===== src/rtl/frame_pixel_accumulator.sv =====
// ---------------------------------------------------------------------------
// frame_pixel_accumulator
//
// Purpose:
//   Reads a multi-frame pixel buffer pixel-major. For each pixel index p it
//   reads that pixel from frames 0..NUM_FRAMES-1 and sums the samples. It
//   also checks that the address tag stored with the pixel is the same in
//   every frame. One result per pixel is then sent on a valid/ready stream.
//
// Ports:
//   clk, rst            system clock (rising edge), synchronous active-high reset
//   start               single-cycle scan request (ignored while busy)
//   busy                high while a scan is in progress
//   done                one-cycle pulse after the last result is accepted
//   rd_timeout_err      one-cycle pulse when a read never returns; scan aborted
//   ram_read_en         one-cycle read request to the frame buffer
//   ram_frame_sel       frame index of the request
//   ram_pixel_index     pixel index of the request
//   ram_pixel_data      returned sample
//   ram_pixel_addr      returned address tag
//   ram_valid           returned data valid (only honoured while waiting)
//   out_valid/out_ready result handshake
//   out_sum             sum of the pixel over all frames
//   out_pixel_index     pixel index of the result
//   out_pixel_addr      tag captured from frame 0
//   out_tag_err         tag differed in at least one frame
// ---------------------------------------------------------------------------
module frame_pixel_accumulator #(
    parameter int NUM_FRAMES    = 30,
    parameter int PIX_PER_FRAME = 8,
    parameter int DATA_W        = 10,
    parameter int SUM_W         = 15,
    parameter int RD_TIMEOUT    = 8
) (
    input  logic              clk,
    input  logic              rst,
    input  logic              start,
    output logic              busy,
    output logic              done,
    output logic              rd_timeout_err,
    output logic              ram_read_en,
    output logic [4:0]        ram_frame_sel,
    output logic [2:0]        ram_pixel_index,
    input  logic [DATA_W-1:0] ram_pixel_data,
    input  logic [3:0]        ram_pixel_addr,
    input  logic              ram_valid,
    output logic              out_valid,
    input  logic              out_ready,
    output logic [SUM_W-1:0]  out_sum,
    output logic [2:0]        out_pixel_index,
    output logic [3:0]        out_pixel_addr,
    output logic              out_tag_err
);

    // Wait counter must be able to hold RD_TIMEOUT-1.
    localparam int WAIT_W = (RD_TIMEOUT > 1) ? $clog2(RD_TIMEOUT) : 1;

    localparam logic [4:0]        F_LAST = 5'(NUM_FRAMES - 1);
    localparam logic [2:0]        P_LAST = 3'(PIX_PER_FRAME - 1);
    localparam logic [WAIT_W-1:0] W_LAST = WAIT_W'(RD_TIMEOUT - 1);

    typedef enum logic [2:0] {
        S_IDLE,
        S_ISSUE,
        S_WAIT,
        S_OUT,
        S_DONE
    } state_t;

    state_t state_q, state_d;

    logic [4:0]        f_q, f_d;
    logic [2:0]        p_q, p_d;
    logic [WAIT_W-1:0] wait_q, wait_d;
    logic [SUM_W-1:0]  acc_q, acc_d;
    logic [3:0]        tag_q, tag_d;
    logic              err_q, err_d;

    // Decoded events shared by the FSM and the datapath.
    logic rd_hit;
    logic wait_expired;
    logic accept;
    logic last_frame;
    logic last_pix;

    assign rd_hit       = (state_q == S_WAIT) && ram_valid;
    assign wait_expired = (state_q == S_WAIT) && !ram_valid && (wait_q == W_LAST);
    assign accept       = (state_q == S_OUT) && out_ready;
    assign last_frame   = (f_q == F_LAST);
    assign last_pix     = (p_q == P_LAST);

    // -----------------------------------------------------------------------
    // FSM: state register
    // -----------------------------------------------------------------------
    always_ff @(posedge clk) begin
        if (rst) begin
            state_q <= S_IDLE;
        end else begin
            state_q <= state_d;
        end
    end

    // -----------------------------------------------------------------------
    // FSM: next-state logic
    // -----------------------------------------------------------------------
    always_comb begin
        state_d = state_q;
        case (state_q)
            S_IDLE: begin
                if (start) begin
                    state_d = S_ISSUE;
                end
            end
            S_ISSUE: begin
                state_d = S_WAIT;
            end
            S_WAIT: begin
                if (rd_hit) begin
                    state_d = last_frame ? S_OUT : S_ISSUE;
                end else if (wait_expired) begin
                    state_d = S_IDLE;
                end
            end
            S_OUT: begin
                if (accept) begin
                    state_d = last_pix ? S_DONE : S_ISSUE;
                end
            end
            // Extra cycle so done pulses while busy is still high; a start
            // arriving here is therefore ignored.
            S_DONE: begin
                state_d = S_IDLE;
            end
            default: begin
                state_d = S_IDLE;
            end
        endcase
    end

    // -----------------------------------------------------------------------
    // FSM: outputs (payloads are zero whenever their strobe is low)
    // -----------------------------------------------------------------------
    always_comb begin
        busy            = (state_q != S_IDLE);
        done            = (state_q == S_DONE);
        rd_timeout_err  = wait_expired;
        ram_read_en     = (state_q == S_ISSUE);
        ram_frame_sel   = '0;
        ram_pixel_index = '0;
        out_valid       = (state_q == S_OUT);
        out_sum         = '0;
        out_pixel_index = '0;
        out_pixel_addr  = '0;
        out_tag_err     = 1'b0;
        if (state_q == S_ISSUE) begin
            ram_frame_sel   = f_q;
            ram_pixel_index = p_q;
        end
        if (state_q == S_OUT) begin
            out_sum         = acc_q;
            out_pixel_index = p_q;
            out_pixel_addr  = tag_q;
            out_tag_err     = err_q;
        end
    end

    // -----------------------------------------------------------------------
    // Datapath next-state
    // -----------------------------------------------------------------------
    always_comb begin
        f_d    = f_q;
        p_d    = p_q;
        wait_d = wait_q;
        acc_d  = acc_q;
        tag_d  = tag_q;
        err_d  = err_q;
        case (state_q)
            S_IDLE: begin
                if (start) begin
                    f_d   = '0;
                    p_d   = '0;
                    acc_d = '0;
                    err_d = 1'b0;
                end
            end
            S_ISSUE: begin
                wait_d = '0;
            end
            S_WAIT: begin
                if (ram_valid) begin
                    acc_d = acc_q + {{(SUM_W - DATA_W){1'b0}}, ram_pixel_data};
                    // Frame 0 defines the reference tag for this pixel.
                    if (f_q == 5'd0) begin
                        tag_d = ram_pixel_addr;
                    end else if (ram_pixel_addr != tag_q) begin
                        err_d = 1'b1;
                    end
                    if (!last_frame) begin
                        f_d = f_q + 5'd1;
                    end
                end else if (!wait_expired) begin
                    wait_d = wait_q + WAIT_W'(1);
                end
            end
            S_OUT: begin
                if (out_ready) begin
                    acc_d = '0;
                    err_d = 1'b0;
                    f_d   = '0;
                    if (!last_pix) begin
                        p_d = p_q + 3'd1;
                    end
                end
            end
            default: begin
            end
        endcase
    end

    // -----------------------------------------------------------------------
    // Datapath registers
    // -----------------------------------------------------------------------
    always_ff @(posedge clk) begin
        if (rst) begin
            f_q    <= '0;
            p_q    <= '0;
            wait_q <= '0;
            acc_q  <= '0;
            tag_q  <= '0;
            err_q  <= 1'b0;
        end else begin
            f_q    <= f_d;
            p_q    <= p_d;
            wait_q <= wait_d;
            acc_q  <= acc_d;
            tag_q  <= tag_d;
            err_q  <= err_d;
        end
    end

endmodule


===== config.mk =====
export PLATFORM = sky130hd
export DESIGN_NAME = frame_pixel_accumulator
export DESIGN_NICKNAME = d
export VERILOG_FILES = /design/src/rtl/frame_pixel_accumulator.sv
export SDC_FILE = /design/constraint.sdc
export NUM_CORES = 1
export LEC_CHECK = 0
export ABC_AREA = 1
export BUFFER_PORTS_ARGS = -buffer_cell sky130_fd_sc_hd__clkbuf_2
export CAP_MARGIN = 30
export CORE_UTILIZATION = 31
export CTS_BUF_LIST = sky130_fd_sc_hd__clkbuf_8
export CTS_CLUSTER_DIAMETER = 150
export CTS_CLUSTER_SIZE = 40
export DETAILED_ROUTE_END_ITERATION = 10
export GPL_TIMING_DRIVEN = 0
export HOLD_SLACK_MARGIN = 0.02
export PLACE_DENSITY = 0.52
export REMOVE_ABC_BUFFERS = 1
export SYNTH_ARGS = -nofsm -noshare
export SYNTH_HDL_FRONTEND = slang
export SYNTH_SLANG_ARGS = --single-unit

===== constraint.sdc =====
create_clock -name clk -period 2.07 [get_ports clk]
set_clock_uncertainty 0.1 [all_clocks]
set_input_delay 0.621 -clock clk [delete_from_list [all_inputs] [get_ports clk]]
set_output_delay 0.621 -clock clk [all_outputs]
set_load 0.02 [all_outputs]

* After elaboration in Yosys (flattened, before gate mapping)
Cells that the tools add are included.
** Storage, ports and cells
- Register bits after elaboration :: 34
- Latch bits :: 0
- RAM bits :: 0
- Memory bits (read-only) :: 0
- Input bits :: 19
- Output and inout bits :: 36
- Word-level logic and storage cells :: 83
- Memories :: 0
** Operators by class
- Add/sub/neg operators :: 4
- $mul :: 0
- Divide/modulo/power cells :: 0
- $lt $le $gt $ge :: 0
- Equality and inequality tests :: 19
- Shifts and indexed selects :: 0
- Mux-type cells :: 35
- Bitwise operators :: 0
- Reductions and logical operators :: 18
** Operator list (count)
- 15-bit 2-to-1 mux :: 4
- 15-bit one-hot mux with 3 select lines :: 1
- 3-bit 2-to-1 mux :: 12
- 5-bit 2-to-1 mux :: 5
- 15-bit by 10-bit adder with 15-bit output :: 1
- 5-bit one-hot mux with 3 select lines :: 1
- 2-bit inequality test (second input constant) :: 7
- 3-bit one-hot mux with 2 select lines :: 2
- 3-bit one-hot mux with 4 select lines :: 1
- 3-bit == test (second input constant) :: 3
- 3-bit AND reduction :: 3
- 4-bit AND reduction :: 2
- 3-bit by 1-bit adder with 3-bit output (second input constant) :: 2
- 3-bit by 2-bit == test with 1-bit output (second input constant) :: 2
- 1-bit 2-to-1 mux :: 6
- 2-bit by 1-bit inequality test with 1-bit output (second input constant) :: 3
- 6-bit AND reduction :: 1
- 3-bit nonzero test :: 2
- 5-bit by 1-bit adder with 5-bit output (second input constant) :: 1
- 5-bit == test (second input constant) :: 1
- 5-bit logical NOT :: 1
- 5-bit AND reduction :: 1
- 1-bit logical AND :: 4
- 4-bit 2-to-1 mux :: 1
- other kinds (8) :: 9

* Logic depth before layout (Yosys ltp)
Gate-level depths: netlist (run 1).
- Depth after elaboration :: 6
- Gate-level depth with buffers :: 11
- Gate-level depth less buffers :: 11

* Worst setup path before layout (run 1)
OpenSTA, ideal clock, no wires.
- Kind :: register to output
- Start point :: register state_q[0]
- End point :: output out_pixel_addr[0]
- Data arrival time :: 1.554 ns
- Required time :: 1.349 ns
- Slack :: -0.205 ns
- Stages on the path, launching flop included :: 6
- Path through :: dfxtp_1 > inv_2 > nor3_4 > inv_1 > clkbuf_1 > nor2_1
** On the way
- Longest elaborated chain between the ends :: 2
** RTL lines
- start: declaration :: RTL line 70 : state_t state_q, state_d;
- start signal: assignment :: RTL line 99 : state_q <= state_d;
- 3-bit by 2-bit == test with 1-bit output
- named net out_valid :: RTL line 47 : output logic out_valid,
- 4-bit 2-to-1 mux :: RTL line 159 : if (state_q == S_OUT) begin
- end: declaration :: RTL line 51 : output logic [3:0] out_pixel_addr,
The timed path passes the listed nets, and every way through them passes these cells.

* Final worst setup path (run 1)
- Start point :: register state_q[0]
- End point :: output out_sum[11]
** On the way
- Longest elaborated chain between the ends :: 2
** RTL lines
- 3-bit by 2-bit == test with 1-bit output :: RTL line 159
- 15-bit 2-to-1 mux :: RTL line 159
- end: declaration :: RTL line 49 : output logic [SUM_W-1:0] out_sum,
Every way passes these cells.

==> results of run 1 <==
cells in the mapped netlist, types with 2 or more instances:
library cell and number:
nand3b_1 3, o21ai_0 8, a21oi_1 36, a31oi_1 2
clkbuf_1 4, nor2_2 4, inv_1 60, ha_1 17
nand2_1 84, dfxtp_1 34, nand2_2 3, nand3_1 32
inv_2 3, xnor2_1 4, nand4_1 5, nor2_1 63
o21ai_1 2, nor3_1 3, buf_2 2, or2_2 4
layer usage:
metal  track usage  vias up
li1              -     1367
met4        0.0524        0
met1         0.225     1148
met2         0.272       37
met5             0        -
met3        0.0313        6
power breakdown:
part | total (mW) | switching [mW] | internal [mW] | leakage [nW]
clock | 0.788 | 0.274 | 0.514 | 0.0714
sequential | 0.737 | 0.0360 | 0.701 | 0.277
combinational | 0.673 | 0.433 | 0.240 | 1.14
final timing paths:
check,end,depth (start not counted)
max,out_sum[11],7
min,err_q,2
max reg2reg,acc_q[12],10
min reg2reg,err_q,2
critical path: stages, from the launching register on:
cell and delay, ps:
dfxtp_4 370, inv_4 40, nor3_4 190, buf_6 140, clkinvlp_4 90, buf_12 160, nor2_1 90, buf_4 140
final cells by class:
type	instances	area, µm²
clock buffer	6	82.6
clock inverter	2	60.1
fill	805	4030
inverter	63	245
multi-input combinational	281	1580
sequential	34	689
tap	99	124
timing repair buffer	73	559
timing repair inverter	1	7.51
per-stage QoR:
step / TNS [ps] / area [µm²]
final: -3480 / 3340
after global routing: -5580 / 3340
after CTS: -3840 / 3160
after detailed placement: -13100 / 2760
after global placement: -13300 / 2760
after floorplan: -5650 / 2370
cell families after synthesis:
| kind of cell | after synthesis |
|---|---|
| AND/OR/NAND/NOR | 204 |
| buffers and inverters | 70 |
| AO/OA/AOI/OAI | 54 |
| flip-flops | 34 |
| adder cells (fa/ha/maj) | 18 |
| XOR/XNOR | 5 |
state kept, by name, indices dropped and copies added, names as in the netlist:
register	count
wait_q	3
err_q	1
state_q	3
p_q	3
acc_q	15
f_q	5
tag_q	4
cells in the final DEF, fill, tap and decap left out, types with 2 or more instances in the layout:
| cell | count |
|---|---|
| nor3_1 | 3 |
| bufinv_16 | 2 |
| a31oi_1 | 2 |
| buf_12 | 2 |
| inv_2 | 2 |
| nor2_2 | 18 |
| o21ai_0 | 8 |
| nand3b_1 | 3 |
| nor2_4 | 9 |
| buf_8 | 3 |
| nand4_1 | 5 |
| clkinvlp_4 | 2 |
| buf_4 | 30 |
| nand3_1 | 30 |
| nand2_2 | 4 |
| inv_4 | 2 |
| nand2_1 | 83 |
| clkbuf_2 | 29 |
| ha_1 | 17 |
| or2_2 | 4 |
| a21oi_1 | 36 |
| clkbuf_8 | 7 |
| inv_1 | 58 |
| dfxtp_1 | 31 |
| xnor2_1 | 4 |
| dfxtp_4 | 2 |
| nor2_1 | 41 |
| o21ai_1 | 2 |
| buf_6 | 8 |
what timing repair did:
action	4_1_cts	5_1_grt
pin swaps	2	4
buffers inserted	13	6
resized for setup	50	62
cloned	1	0
endpoints found under the setup margin	46	40
==> impl_metrics.json, run 1 <==
{
  "grt_overflow_total": 0,
  "fp.dieW_um": 90.0,
  "crit_arrival_ps": 1520,
  "cts_tree": "yes",
  "grt_antenna_before_repair": 0,
  "netlist_instances": 385,
  "netlist_area_um2": 2400,
  "clk_pin_slew_ps": 80,
  "finalPower_mw": 2.20,
  "h-tree-depth": 2,
  "power.density_nw_per_um2": 657,
  "final_cells": 559,
  "min_from": "err_q",
  "gp_congestion": 0.798,
  "timing.fmax_mhz": 446,
  "ys_ff_latch": 34,
  "grt_use_total": 0.168,
  "io_pins": 55,
  "vias": 2558,
  "drc": 0,
  "synthSimpleGateAreaFrac": 0.368,
  "cts.sinks": 34,
  "synth_fa_ha_area_frac": 0.0969,
  "ys.warnings.count": 0,
  "die-height_um": 90.0,
  "ir_drop_uv": 325,
  "worstMarginPinSlew_ps": 477,
  "ys_seq_area_frac": 0.283,
  "violations": "negative setup slack",
  "final_core_util": 0.454,
  "cts_buffer_depth": 2,
  "drv_cap": 0,
  "avgSynthCellArea_um2": 6.24,
  "dp_cells": 531,
  "synthFlopType": "dfxtp_1",
  "hold_class": "flip-flop to flip-flop",
  "synth_compound_area_frac": 0.122,
  "yosysTopAreaCellShare": 0.283,
  "insertion_delay_ps": 300,
  "synth_top_cell_by_area": "dfxtp_1",
  "layout_setup_ws_ps": -173,
  "initial_core_util": 0.326,
  "synth_top_family_by_area": "simple AND/OR/NAND/NOR gates",
  "setup_viol": 23,
  "crit-reg2reg-launch": "state_q[1]",
  "synth_xor_area_frac": 0.0182,
  "dp_slack_ps": -439,
  "grt_pass1_wl_mm": 11.0,
  "core_um2": 7370,
  "wl_per_cell_um": 11.8,
  "first_iter_violations": 74,
  "dp_hpwl_mm": 4.67,
  "async_flop_share": 0,
  "nets": 496,
  "synth_edf_count": 0,
  "drv_slew": 0,
  "numCtsBuffers": 5,
  "worstPathRequired_ps": 1350,
  "met1_length_mm": 3.36,
  "crit_fanout": 10,
  "power_leakage_nw": 1.49,
  "setup.worst_path.start": "state_q[0]",
  "outcome": "complete, but fails checks",
  "dr.max_layer_used": "met4",
  "route.met3.wl_um": 185,
  "area_delta_synth_final_pct": 39.2,
  "startpoint_type": "flip-flop",
  "synthTopCellsByArea": "dfxtp_1, nand2_1, nor2_1, inv_1, ha_1",
  "root_buffer": "clkbuf_8",
  "wl_met2_mm": 2.97,
  "ff2ff_setup_slack_ps": 150,
  "synth_cell_types": 32,
  "grt_pass1_vias": 2411,
  "num_antenna_cells": 0,
  "worst_slew_margin_rel": 0.682,
  "end_kind": "output pin",
  "crit_type": "flip-flop to output pin",
  "first_pass_iters": 4,
  "rows": 31,
  "whs_ps": 379,
  "grt_max_degree": 21,
  "fin_crit_ps": 2240,
  "holdBufCountCts": 0,
  "io_buffer_count": 54,
  "grt_setup_unrepaired": "yes",
  "antenna_left": 0,
  "finalHoldViolCount": 0,
  "drive_above_1_share": 0.283,
  "avgViaCountPerCell": 4.58,
  "routed_wl_mm": 6.60,
  "die-area_um2": 8110,
  "synthMuxAreaShare": 0,
  "timing.final.crit_share": 1.08
}
Power figures use the tool's default switching activity.
==> run 2: changes to the inputs <==
--- a/config.mk
+++ b/config.mk
@@ -8,14 +8,14 @@
 export ABC_AREA = 1
 export BUFFER_PORTS_ARGS = -buffer_cell sky130_fd_sc_hd__clkbuf_2
 export CAP_MARGIN = 30
-export CORE_UTILIZATION = 31
+export CORE_UTILIZATION = 40
 export CTS_BUF_LIST = sky130_fd_sc_hd__clkbuf_8
 export CTS_CLUSTER_DIAMETER = 150
 export CTS_CLUSTER_SIZE = 40
 export DETAILED_ROUTE_END_ITERATION = 10
 export GPL_TIMING_DRIVEN = 0
 export HOLD_SLACK_MARGIN = 0.02
-export PLACE_DENSITY = 0.52
+export PLACE_DENSITY = 0.64
 export REMOVE_ABC_BUFFERS = 1
 export SYNTH_ARGS = -nofsm -noshare
 export SYNTH_HDL_FRONTEND = slang
==> constraint.sdc (replaced) <==
create_clock -name clk -period 2.05 [get_ports clk]
set_clock_uncertainty 0.1 [all_clocks]
set_input_delay 0.615 -clock clk [delete_from_list [all_inputs] [get_ports clk]]
set_output_delay 0.615 -clock clk [all_outputs]
set_load 0.02 [all_outputs]
==> impl_metrics.json, run 2 (same netlist as run 1, synthesis figures left out) <==
{
  "h-tree-depth": 2,
  "path_depth": 7,
  "fp.dieW_um": 79.5,
  "ir_drop_uv": 254,
  "io_buffer_count": 54,
  "num_antenna_cells": 0,
  "startpoint_type": "flip-flop",
  "setup_viol": 24,
  "violations": "negative setup slack",
  "top_register": "acc_q",
  "fin_crit_ps": 2270,
  "route.met3.wl_um": 273,
  "dr.max_layer_used": "met4",
  "dp_cells": 504,
  "initial_core_util": 0.426,
  "fillerInstances": 540,
  "met1_length_mm": 3.03,
  "worstMarginPinSlew_ps": 453,
  "clk_pin_slew_ps": 70,
  "grt_antenna_before_repair": 0,
  "wl_per_cell_um": 12.3,
  "die-height_um": 79.5,
  "routed_wl_mm": 6.54,
  "ff2ff_setup_slack_ps": 150,
  "drv_slew": 0,
  "grt_setup_unrepaired": "yes",
  "power.density_nw_per_um2": 584,
  "drv_cap": 0,
  "wl_met2_mm": 3.15,
  "crit_type": "flip-flop to output pin",
  "drive_above_1_share": 0.290,
  "grt_use_total": 0.207,
  "finalHoldViolCount": 0,
  "cp_top_family": "buffers and inverters",
  "antenna_left": 0,
  "worstPathRequired_ps": 1330,
  "root_buffer": "clkbuf_8",
  "timing.fmax_mhz": 440,
  "crit_buf_inv": 5,
  "whs_ps": 375,
  "cpPeakStageDelay_ps": 380,
  "insertion_delay_ps": 300,
  "first_iter_violations": 125,
  "nets": 495,
  "cp_slowest_cell": "dfxtp_4",
  "grt_max_degree": 21,
  "final_cells": 531,
  "grt_overflow_total": 0,
  "drc": 0,
  "cts.sinks": 34,
  "grt_pass1_wl_mm": 10.2,
  "end_kind": "output pin",
  "area_delta_synth_final_pct": 39.6,
  "first_pass_iters": 4,
  "die-area_um2": 6320,
  "numCtsBuffers": 5,
  "cts_buffer_depth": 2,
  "cts_tree": "yes",
  "vias": 2580,
  "timing.final.crit_share": 1.11,
  "mostFrequentLayoutCell": "nand2_1",
  "layout_setup_ws_ps": -221,
  "worst_slew_margin_rel": 0.698,
  "crit_fanout": 8,
  "io_pins": 55,
  "holdBufCountCts": 0,
  "gp_congestion": 0.874,
  "ff2ff_path_depth": 10,
  "rows": 27,
  "outcome": "complete, but fails checks",
  "reg.largest.list": "acc_q (15), f_q (5), tag_q (4)",
  "final_cell_mix": "nand2_1, inv_1, nor2_1",
  "core_um2": 5640,
  "crit_chain": "inv_4 -> nor3_4 -> buf_6 -> clkinvlp_4 -> buf_12 -> nor2_4 -> buf_8",
  "power_leakage_nw": 1.47,
  "avgViaCountPerCell": 4.86,
  "dp_hpwl_mm": 4.41,
  "largest_reg_flops": 15,
  "grt_pass1_vias": 2227,
  "crit_arrival_ps": 1560,
  "hold_class": "flip-flop to flip-flop",
  "holdPathStages": 2
}
## run 2: changes by cell type in the layout (fill, tap and decap cells not counted), sizes merged
cell	before	now
buf	43	41
bufinv	2	0
clkbuf	36	37
clkinv	0	1
clkinvlp	2	3
## run 2: metal layers
layer,GRT usage,vias up
met1,0.272,1147
met3,0.0434,7
met4,0.0764,0
met5,0,-
li1,-,1366
met2,0.332,60
## run 2: final cells by class
cell class              instances  area, µm²  area share
repair buffers                 72        609       0.182
flip-flops and latches         34        688       0.205
repair inverters                1       7.51     0.00224
inverters                      63        243      0.0724
clock inverters                 2       12.5     0.00373
well taps                      72       90.1      0.0269
clock buffers                   6       82.6      0.0246
multi-input cells             281       1620       0.483
## run 2: tightest hold or removal path, stage by stage, from the launching register on
cell and delay, ps:
dfxtp_2 320, nand2_1 60, a21oi_1 60
## run 2: where the power goes
group / internal (mW) / switching, mW
combinational: 0.233 / 0.437
sequential: 0.707 / 0.0352
clock: 0.270 / 0.276
total: 1.21 / 0.747
## run 2: metrics by stage
stage	utilization	setup WS (ps)	total power [mW]	area [µm²]	setup TNS [ps]
floorplan	-	-259	1.13	2370	-5970
global route	0.594	-298	2.07	3350	-6920
finish	0.594	-221	1.96	3350	-4480
global placement	0.484	-474	1.28	2730	-12450
detailed placement	0.484	-498	1.29	2730	-13510
CTS	0.554	-166	1.90	3130	-3230
## run 2: final timing paths
path	start	to
min reg2reg	wait_q[1]	wait_q[1]
max	state_q[0]	out_sum[9]
min	wait_q[1]	wait_q[1]
max reg2reg	state_q[1]	f_q[3]
## run 2: what timing repair did
action	4_1_cts	5_1_grt
resized for setup	63	68
endpoints found under the hold margin	0	0
buffers inserted	11	8
cloned	1	0
pin swaps	2	3
setup endpoints to repair	44	43
